--- src/rtl/uart_rx_param_if.sv ---
// Receiver-side signal bundle for uart_rx_param: the serial input plus the
// parallel word, its ready strobe, error flags and the busy indicator.
interface uart_rx_param_if #(
    parameter int DATA_BITS = 8
);
    logic                 rx;
    logic [DATA_BITS-1:0] data;
    logic                 ready;
    logic                 parity_err;
    logic                 frame_err;
    logic                 busy;

    modport master (
        input  rx,
        output data, ready, parity_err, frame_err, busy
    );

    modport slave (
        output rx,
        input  data, ready, parity_err, frame_err, busy
    );
endinterface

--- src/rtl/uart_rx_param.sv ---
// Parametrised UART receiver: configurable width, divisor, parity and stop bits,
// with start-bit glitch rejection, parity/framing error flags and break lockout.
module uart_rx_param #(
    parameter int CLKS_PER_BIT = 8,
    parameter int DATA_BITS    = 8,
    parameter int PARITY       = 0,
    parameter int STOP_BITS    = 1
) (
    input  logic            clk,
    input  logic            rst,
    uart_rx_param_if.master bus
);
    localparam int   CNT_W   = $clog2(CLKS_PER_BIT);
    localparam int   IDX_W   = $clog2(DATA_BITS);
    localparam logic PAR_EXP = (PARITY == 1);

    localparam logic [CNT_W-1:0] CNT_HALF = CNT_W'(CLKS_PER_BIT / 2 - 1);
    localparam logic [CNT_W-1:0] CNT_FULL = CNT_W'(CLKS_PER_BIT - 1);
    localparam logic [IDX_W-1:0] IDX_LAST = IDX_W'(DATA_BITS - 1);

    typedef enum logic [2:0] {
        S_IDLE,
        S_START,
        S_DATA,
        S_PAR,
        S_STOP,
        S_WAIT_HIGH
    } state_t;

    state_t               state_q, state_d;
    logic                 sync1_q, sync2_q;
    logic [CNT_W-1:0]     cnt_q, cnt_d;
    logic [IDX_W-1:0]     idx_q, idx_d;
    logic [DATA_BITS-1:0] shift_q, shift_d;
    logic                 par_q, par_d;
    logic                 stop_idx_q, stop_idx_d;
    logic                 ferr_acc_q, ferr_acc_d;
    logic [DATA_BITS-1:0] data_q, data_d;
    logic                 ready_q, ready_d;
    logic                 perr_q, perr_d;
    logic                 ferr_q, ferr_d;
    logic                 busy_q, busy_d;
    logic                 rx_s;
    logic                 last_stop;
    logic                 frame_bad;

    assign rx_s      = sync2_q;
    assign last_stop = (stop_idx_q == 1'(STOP_BITS - 1));
    assign frame_bad = ferr_acc_q | ~rx_s;

    always_ff @(posedge clk or posedge rst) begin
        if (rst) begin
            sync1_q <= 1'b1;
            sync2_q <= 1'b1;
        end else begin
            sync1_q <= bus.rx;
            sync2_q <= sync1_q;
        end
    end

    always_ff @(posedge clk or posedge rst) begin
        if (rst) begin
            state_q    <= S_IDLE;
            cnt_q      <= '0;
            idx_q      <= '0;
            shift_q    <= '0;
            par_q      <= 1'b0;
            stop_idx_q <= 1'b0;
            ferr_acc_q <= 1'b0;
            data_q     <= '0;
            ready_q    <= 1'b0;
            perr_q     <= 1'b0;
            ferr_q     <= 1'b0;
            busy_q     <= 1'b0;
        end else begin
            state_q    <= state_d;
            cnt_q      <= cnt_d;
            idx_q      <= idx_d;
            shift_q    <= shift_d;
            par_q      <= par_d;
            stop_idx_q <= stop_idx_d;
            ferr_acc_q <= ferr_acc_d;
            data_q     <= data_d;
            ready_q    <= ready_d;
            perr_q     <= perr_d;
            ferr_q     <= ferr_d;
            busy_q     <= busy_d;
        end
    end

    always_comb begin
        state_d    = state_q;
        cnt_d      = cnt_q;
        idx_d      = idx_q;
        shift_d    = shift_q;
        par_d      = par_q;
        stop_idx_d = stop_idx_q;
        ferr_acc_d = ferr_acc_q;
        data_d     = data_q;
        perr_d     = perr_q;
        ferr_d     = ferr_q;
        ready_d    = 1'b0;
        busy_d     = busy_q;

        case (state_q)
            S_IDLE: begin
                if (!rx_s) begin
                    state_d = S_START;
                    cnt_d   = '0;
                    busy_d  = 1'b1;
                end
            end
            S_START: begin
                if (cnt_q == CNT_HALF) begin
                    cnt_d = '0;
                    if (!rx_s) begin
                        state_d = S_DATA;
                        idx_d   = '0;
                    end else begin
                        state_d = S_IDLE;
                        busy_d  = 1'b0;
                    end
                end else begin
                    cnt_d = cnt_q + CNT_W'(1);
                end
            end
            S_DATA: begin
                if (cnt_q == CNT_FULL) begin
                    cnt_d          = '0;
                    shift_d[idx_q] = rx_s;
                    if (idx_q == IDX_LAST) begin
                        idx_d      = '0;
                        stop_idx_d = 1'b0;
                        ferr_acc_d = 1'b0;
                        state_d    = (PARITY != 0) ? S_PAR : S_STOP;
                    end else begin
                        idx_d = idx_q + IDX_W'(1);
                    end
                end else begin
                    cnt_d = cnt_q + CNT_W'(1);
                end
            end
            S_PAR: begin
                if (cnt_q == CNT_FULL) begin
                    cnt_d   = '0;
                    par_d   = rx_s;
                    state_d = S_STOP;
                end else begin
                    cnt_d = cnt_q + CNT_W'(1);
                end
            end
            S_STOP: begin
                if (cnt_q == CNT_FULL) begin
                    cnt_d = '0;
                    if (last_stop) begin
                        // Word is delivered even when flags are set.
                        data_d     = shift_q;
                        perr_d     = (PARITY != 0) && ((^shift_q ^ par_q) != PAR_EXP);
                        ferr_d     = frame_bad;
                        ready_d    = 1'b1;
                        busy_d     = 1'b0;
                        stop_idx_d = 1'b0;
                        state_d    = frame_bad ? S_WAIT_HIGH : S_IDLE;
                    end else begin
                        stop_idx_d = 1'b1;
                        ferr_acc_d = frame_bad;
                    end
                end else begin
                    cnt_d = cnt_q + CNT_W'(1);
                end
            end
            S_WAIT_HIGH: begin
                if (rx_s) state_d = S_IDLE;
            end
            default: state_d = S_IDLE;
        endcase
    end

    assign bus.data       = data_q;
    assign bus.ready      = ready_q;
    assign bus.parity_err = perr_q;
    assign bus.frame_err  = ferr_q;
    assign bus.busy       = busy_q;
endmodule

--- src/flat_wrapper.sv ---
// flat-port wrapper written by rule: the top's interface ports become plain ports
module uart_rx_param_flat 
#(
    parameter int CLKS_PER_BIT = 8,
    parameter int DATA_BITS    = 8,
    parameter int PARITY       = 0,
    parameter int STOP_BITS    = 1
)
  (clk, rst, bus_rx, bus_data, bus_ready, bus_parity_err, bus_frame_err, bus_busy);
  uart_rx_param_if #(.DATA_BITS(DATA_BITS)) bus_i ();
  input  logic clk;
  input  logic rst;
  input wire logic [$bits(bus_i.rx)-1:0] bus_rx;
  output wire logic [$bits(bus_i.data)-1:0] bus_data;
  output wire logic [$bits(bus_i.ready)-1:0] bus_ready;
  output wire logic [$bits(bus_i.parity_err)-1:0] bus_parity_err;
  output wire logic [$bits(bus_i.frame_err)-1:0] bus_frame_err;
  output wire logic [$bits(bus_i.busy)-1:0] bus_busy;
  assign bus_i.rx = bus_rx;
  assign bus_data = bus_i.data;
  assign bus_ready = bus_i.ready;
  assign bus_parity_err = bus_i.parity_err;
  assign bus_frame_err = bus_i.frame_err;
  assign bus_busy = bus_i.busy;
  uart_rx_param #(.CLKS_PER_BIT(CLKS_PER_BIT), .DATA_BITS(DATA_BITS), .PARITY(PARITY), .STOP_BITS(STOP_BITS)) u_core (.clk(clk), .rst(rst), .bus(bus_i));
endmodule
--- config.mk ---
export PLATFORM = sky130hd
export DESIGN_NAME = uart_rx_param_flat
export DESIGN_NICKNAME = d
export VERILOG_FILES = /design/src/rtl/uart_rx_param_if.sv /design/src/rtl/uart_rx_param.sv /design/src/flat_wrapper.sv
export SDC_FILE = /design/constraint.sdc
export NUM_CORES = 1
export LEC_CHECK = 0
export CORE_MARGIN = 3
export CORE_UTILIZATION = 35
export DETAILED_ROUTE_END_ITERATION = 16
export DONT_BUFFER_PORTS = 1
export HOLD_SLACK_MARGIN = 0.08
export PLACE_DENSITY_LB_ADDON = 0.25
export SLEW_MARGIN = 10
export SYNTH_ARGS = -nofsm -noshare
export SYNTH_HDL_FRONTEND = slang
export SYNTH_SLANG_ARGS = --single-unit
--- constraint.sdc ---
create_clock -name clk -period 4.7 [get_ports clk]
set_clock_uncertainty 0.2 [all_clocks]
set_input_delay 0.47 -clock clk [delete_from_list [all_inputs] [get_ports clk]]
set_output_delay 0.47 -clock clk [all_outputs]
set_load 0.01 [all_outputs]
; After elaboration in Yosys (flattened, before gate mapping)
; Index checks and enable logic that the tools add are counted.
[op_classes]
addsub = 2
magnitude_cmp = 2
eq_ne = 19
muxes = 39
bitwise = 3
reduce_logical = 15
[ops]
columns = cell, n
row1 = 2-to-1 mux 3 bit, 15
row2 = one-hot mux 3 bit (6 select lines), 1
row3 = != test 2 x 1 -> 1 bit (second input constant), 8
row4 = 2-to-1 mux 1 bit, 15
row5 = equality test 3 bit (second input constant), 4
row6 = equality test 3 x 2 -> 1 bit (second input constant), 3
row7 = one-hot mux 3 bit (3 select lines), 1
row8 = bitwise mux 8 bit, 1
row9 = AND reduction 4 bit, 2
row10 = AND reduction 8 bit, 1
row11 = adder 3 x 1 -> 3 bit (second input constant), 2
row12 = != test 2 bit (second input constant), 3
row13 = one-hot mux 3 bit (2 select lines), 1
row14 = AND reduction 6 bit, 1
row15 = nonzero test 3 bit, 2
row16 = AND reduction 5 bit, 1
row17 = < comparator 3 x 4 -> 1 bit (second input constant), 1
row18 = one-hot mux 1 bit (2 select lines), 2
row19 = AND reduction 2 bit, 2
row20 = nonzero test 2 bit, 2
row21 = demux 1 bit (select 3 bit), 1
row22 = equality test 3 x 1 -> 1 bit (second input constant), 1
row23 = greater-or-equal comparator 3 x 1 -> 1 bit (second input constant), 1
row24 = logical NOT 3 bit, 1
row25 = 7 further kinds, 8
[word_totals]
reg_bits = 32
in_bits = 3
output_inout_bits = 12
elab_cells = 92

; Logic depth before layout (Yosys ltp)
[depth]
depth_word = 6
depth_mapped = 6
mapped_depth_nobuf = 6

; Worst setup path before layout
; OpenSTA, ideal clock, no wires.
[synth_path]
path_kind = reg2reg
startpoint = register u_core.cnt_q[0]
endpoint = register u_core.shift_q[2]
setup_time_ns = 0.125
t_arrival_ns = 1.752
required_time_ns = 4.375
path_slack_ns = 2.623
path_stages_with_launch = 7
path_buffers = 0
synth_period_minus_slack_ns = 2.077
cell_sequence = dfrtp_1 -> ha_1 -> ha_1 -> nand2b_4 -> or3_4 -> nor3b_2 -> mux2_2
[synth_between]
elab_chain_cells = 2
[synth_rtl]
columns = element, line
row1 = from (decl), uart_rx_param.sv:32  ; logic [CNT_W-1:0] cnt_q, cnt_d;
row2 = from (signal assigned), uart_rx_param.sv:77  ; cnt_q <= cnt_d;
row3 = equality test 3 bit, uart_rx_param.sv:128  ; if (cnt_q == CNT_FULL) begin
row4 = AND reduction 2 bit (no line), -
row5 = to (signal assigned), uart_rx_param.sv:79  ; shift_q <= shift_d;
row6 = to (decl), uart_rx_param.sv:34  ; logic [DATA_BITS-1:0] shift_q, shift_d;
; No other way between the ends.
; A chain may end at the register's enable or synchronous reset.

; Final worst setup path
; Ends and elaborated chain as after synthesis.

==> results.yml <==
status:
  status: "complete, no violations"
clock_tree:
  cts_buffers: 5
  clk_pin_slew_ns: 0.07
  cts_tree: "yes"
  postCtsHoldBufs: 2
  post-cts-setup-buffers: 0
  h-tree-depth: 2
  root_buffer: "clkbuf_8"
  post_cts_resized: 0
  clock_sinks: 31
  clk_latency_ns: 0.28
  clock_path_buffers: 2
grt:
  grt_pass1_wl_um: 5060
  grt_overflow_total: 0
  track_usage: 0.124
  antenna_found_initial: 0
  grt_pass1_vias: 1028
  grt_max_degree: 32
critical_path:
  end_kind: "flop"
  critPathRequiredTime_ns: 4.66
  worstPathMaxFanout: 5
  r2r_start: "u_core.cnt_q[0]"
  cp-start-kind: "flop"
  path_class: "flop to flop"
  arrival_ns: 2.21
  critPathLaunch: "u_core.cnt_q[0]"
route:
  drc: 0
  post_drt_via_cell_ratio: 5.40
  drt_iter0_drc: 45
  post_drt_wl_per_cell_um: 14.8
  routed_wl_um: 2930
  drtAntennaViolNets: 0
  dr.pass1.iters: 4
  vias: 1069
sta:
  finalCritPeriodShare: 0.479
  period_needed_ns: 2.25
  tightest_slew_ns: 0.628
  setup_viol: 0
  rsz0062_at_grt: "no"
  finalHoldViolations: 0
  drv_slew: 0
  fin_setup_tns_ns: 0
  max_freq_mhz: 444
  worst_slew_margin_rel: 0.582
finish:
  fin_nets: 155
  area_growth_pct: 8.41
  num-fill-cells: 434
  diodes: 0
  drive_gt1_frac: 0.240
min_path:
  hp-class: "flop to flop"
  min_from: "u_core.sync1_q"
synthesis:
  ys.flop_type: "dfrtp_1"
  yosys_warnings: 0
  synth_top_area_frac: 0.452
  synth-edff-count: 0
  synth-seq-cells: 31
  syn_area_per_cell_um2: 11.0
  synth_area_leaders: "dfrtp_1 45%, mux2_2 13%, ha_1 5.5%, dfstp_2 3.3%, nand2_1 2.1%"
  async_reset_ff_frac: 1.00
  synth_largest_area_cell: "dfrtp_1"
  netlist_area_mm2: 0.00161
  syn_nets: 156
  ys_seq_area_frac: 0.484
  syn_inst: 146
  yosysUniqueCellTypes: 39
power:
  leakage_nw: 0.794
  power.total_uw: 900
  ir_drop_mv: 0.280
  powerDensity_mw_per_mm2: 517
floorplanning:
  die_h_um: 73.8
  dieArea_mm2: 0.00544
  std_cell_rows: 24
  io_pins: 15
  start_util: 0.366
  die_w_um: 73.8
  core_area_mm2: 0.00438
placed_design:
  dpl.hpwl_um: 1980
  port_buffers: 0
  gp_congestion: 0.848
flow_run:
  drv_cap: 0
[state kept, by name, summed over array words and instances, names as in the netlist]
| register | flops |
|---|---|
| u_core.cnt_q | 3 |
| u_core.bus.ready | 1 |
| u_core.shift_q | 8 |
| u_core.ferr_acc_q | 1 |
| u_core.bus.busy | 1 |
| u_core.rx_s | 1 |
| u_core.idx_q | 3 |
| u_core.state_q | 3 |
| u_core.bus.frame_err | 1 |
| u_core.bus.data | 8 |
| u_core.sync1_q | 1 |
[synthesized netlist by cell type (all sizes together) (5+ instances only)]
cell   count
dfrtp     29
ha         7
a21oi      5
inv        7
nand2      9
mux2      18
buf        7
nor2       9
[layout by cell type (no fill, tap or decap), drive strengths merged, types with 3 or more instances in the layout]
cell | netlist | layout
clkbuf | 4 | 7
nand2 | 9 | 9
nand3b | 3 | 3
a221oi | 3 | 3
or3 | 4 | 4
inv | 7 | 7
nand2b | 4 | 4
o21ai | 4 | 4
nor2 | 9 | 9
nand3 | 3 | 3
dfrtp | 29 | 29
mux2 | 18 | 18
ha | 7 | 7
nor3 | 3 | 3
a31oi | 3 | 3
nor2b | 4 | 4
a21oi | 5 | 5
[path summary, 6_finish.rpt]
path	end	slack, ns	depth (start not counted)
setup / recovery	u_core.shift_q[2]	2.45	6
hold / removal	u_core.rx_s	0.16	0
setup reg to reg	u_core.shift_q[2]	2.45	6
hold reg to reg	u_core.rx_s	0.16	0
max in group asynchronous	u_core.sync1_q	3.47	3
min in group asynchronous	u_core.cnt_q[0]	0.51	3
[area by class of cell]
| cell class | instances | area (µm²) | share of cell area |
|---|---|---|---|
| Tap cell | 52 | 65.1 | 0.0374 |
| Sequential cell | 31 | 778 | 0.447 |
| Inverter | 7 | 26.3 | 0.0151 |
| Timing Repair Buffer | 3 | 27.5 | 0.0158 |
| Multi-Input combinational cell | 97 | 741 | 0.425 |
| Clock inverter | 1 | 7.51 | 0.00431 |
| Clock buffer | 7 | 96.3 | 0.0553 |
[power by group]
group	leakage [nW]	total (mW)	internal (mW)	switching (mW)
Combinational	0.330	0.266	0.138	0.128
Clock	0.0505	0.231	0.133	0.0979
Sequential	0.414	0.403	0.312	0.0913
Total	0.794	0.900	0.583	0.317
[logic make-up after synthesis]
group           share of synthesized area
simple gates                        0.164
compound gates                      0.102
flops                               0.484
fa+ha+maj                          0.0545
mux                                 0.139
buf+inv                            0.0545
other cells                       0.00233
[stage by stage]
stage / hold WS (ns) / area (µm²) / std cells / setup WS, ns / utilization
global route: 0.165 / 1740 / 198 / 2.31 / 0.397
global placement: 0.150 / 1620 / 188 / 2.53 / 0.369
floorplan: 0.145 / 1610 / 146 / 2.62 / -
detailed placement: 0.150 / 1620 / 188 / 2.47 / 0.369
finish: 0.157 / 1740 / 198 / 2.45 / 0.397
CTS: 0.159 / 1740 / 198 / 2.45 / 0.397
[per-layer routing]
layer  GRT usage  wire length (µm)  part of all wire  vias to the layer above
met3      0.0479               162             0.055                        4
met4      0.0423                36             0.012                        0
met1       0.164              1330              0.46                      520
met5           0                 0                 0                        -
li1            -                 -                 -                      512
met2       0.184              1390              0.48                       33
[critical path, stage by stage, from the launching register on]
cell,delay (ns)
dfrtp_1,0.40
ha_1,0.25
ha_1,0.29
nand2b_4,0.09
or3_4,0.36
nor3b_2,0.20
mux2_2,0.34
(Power assumes the default switching activity.)
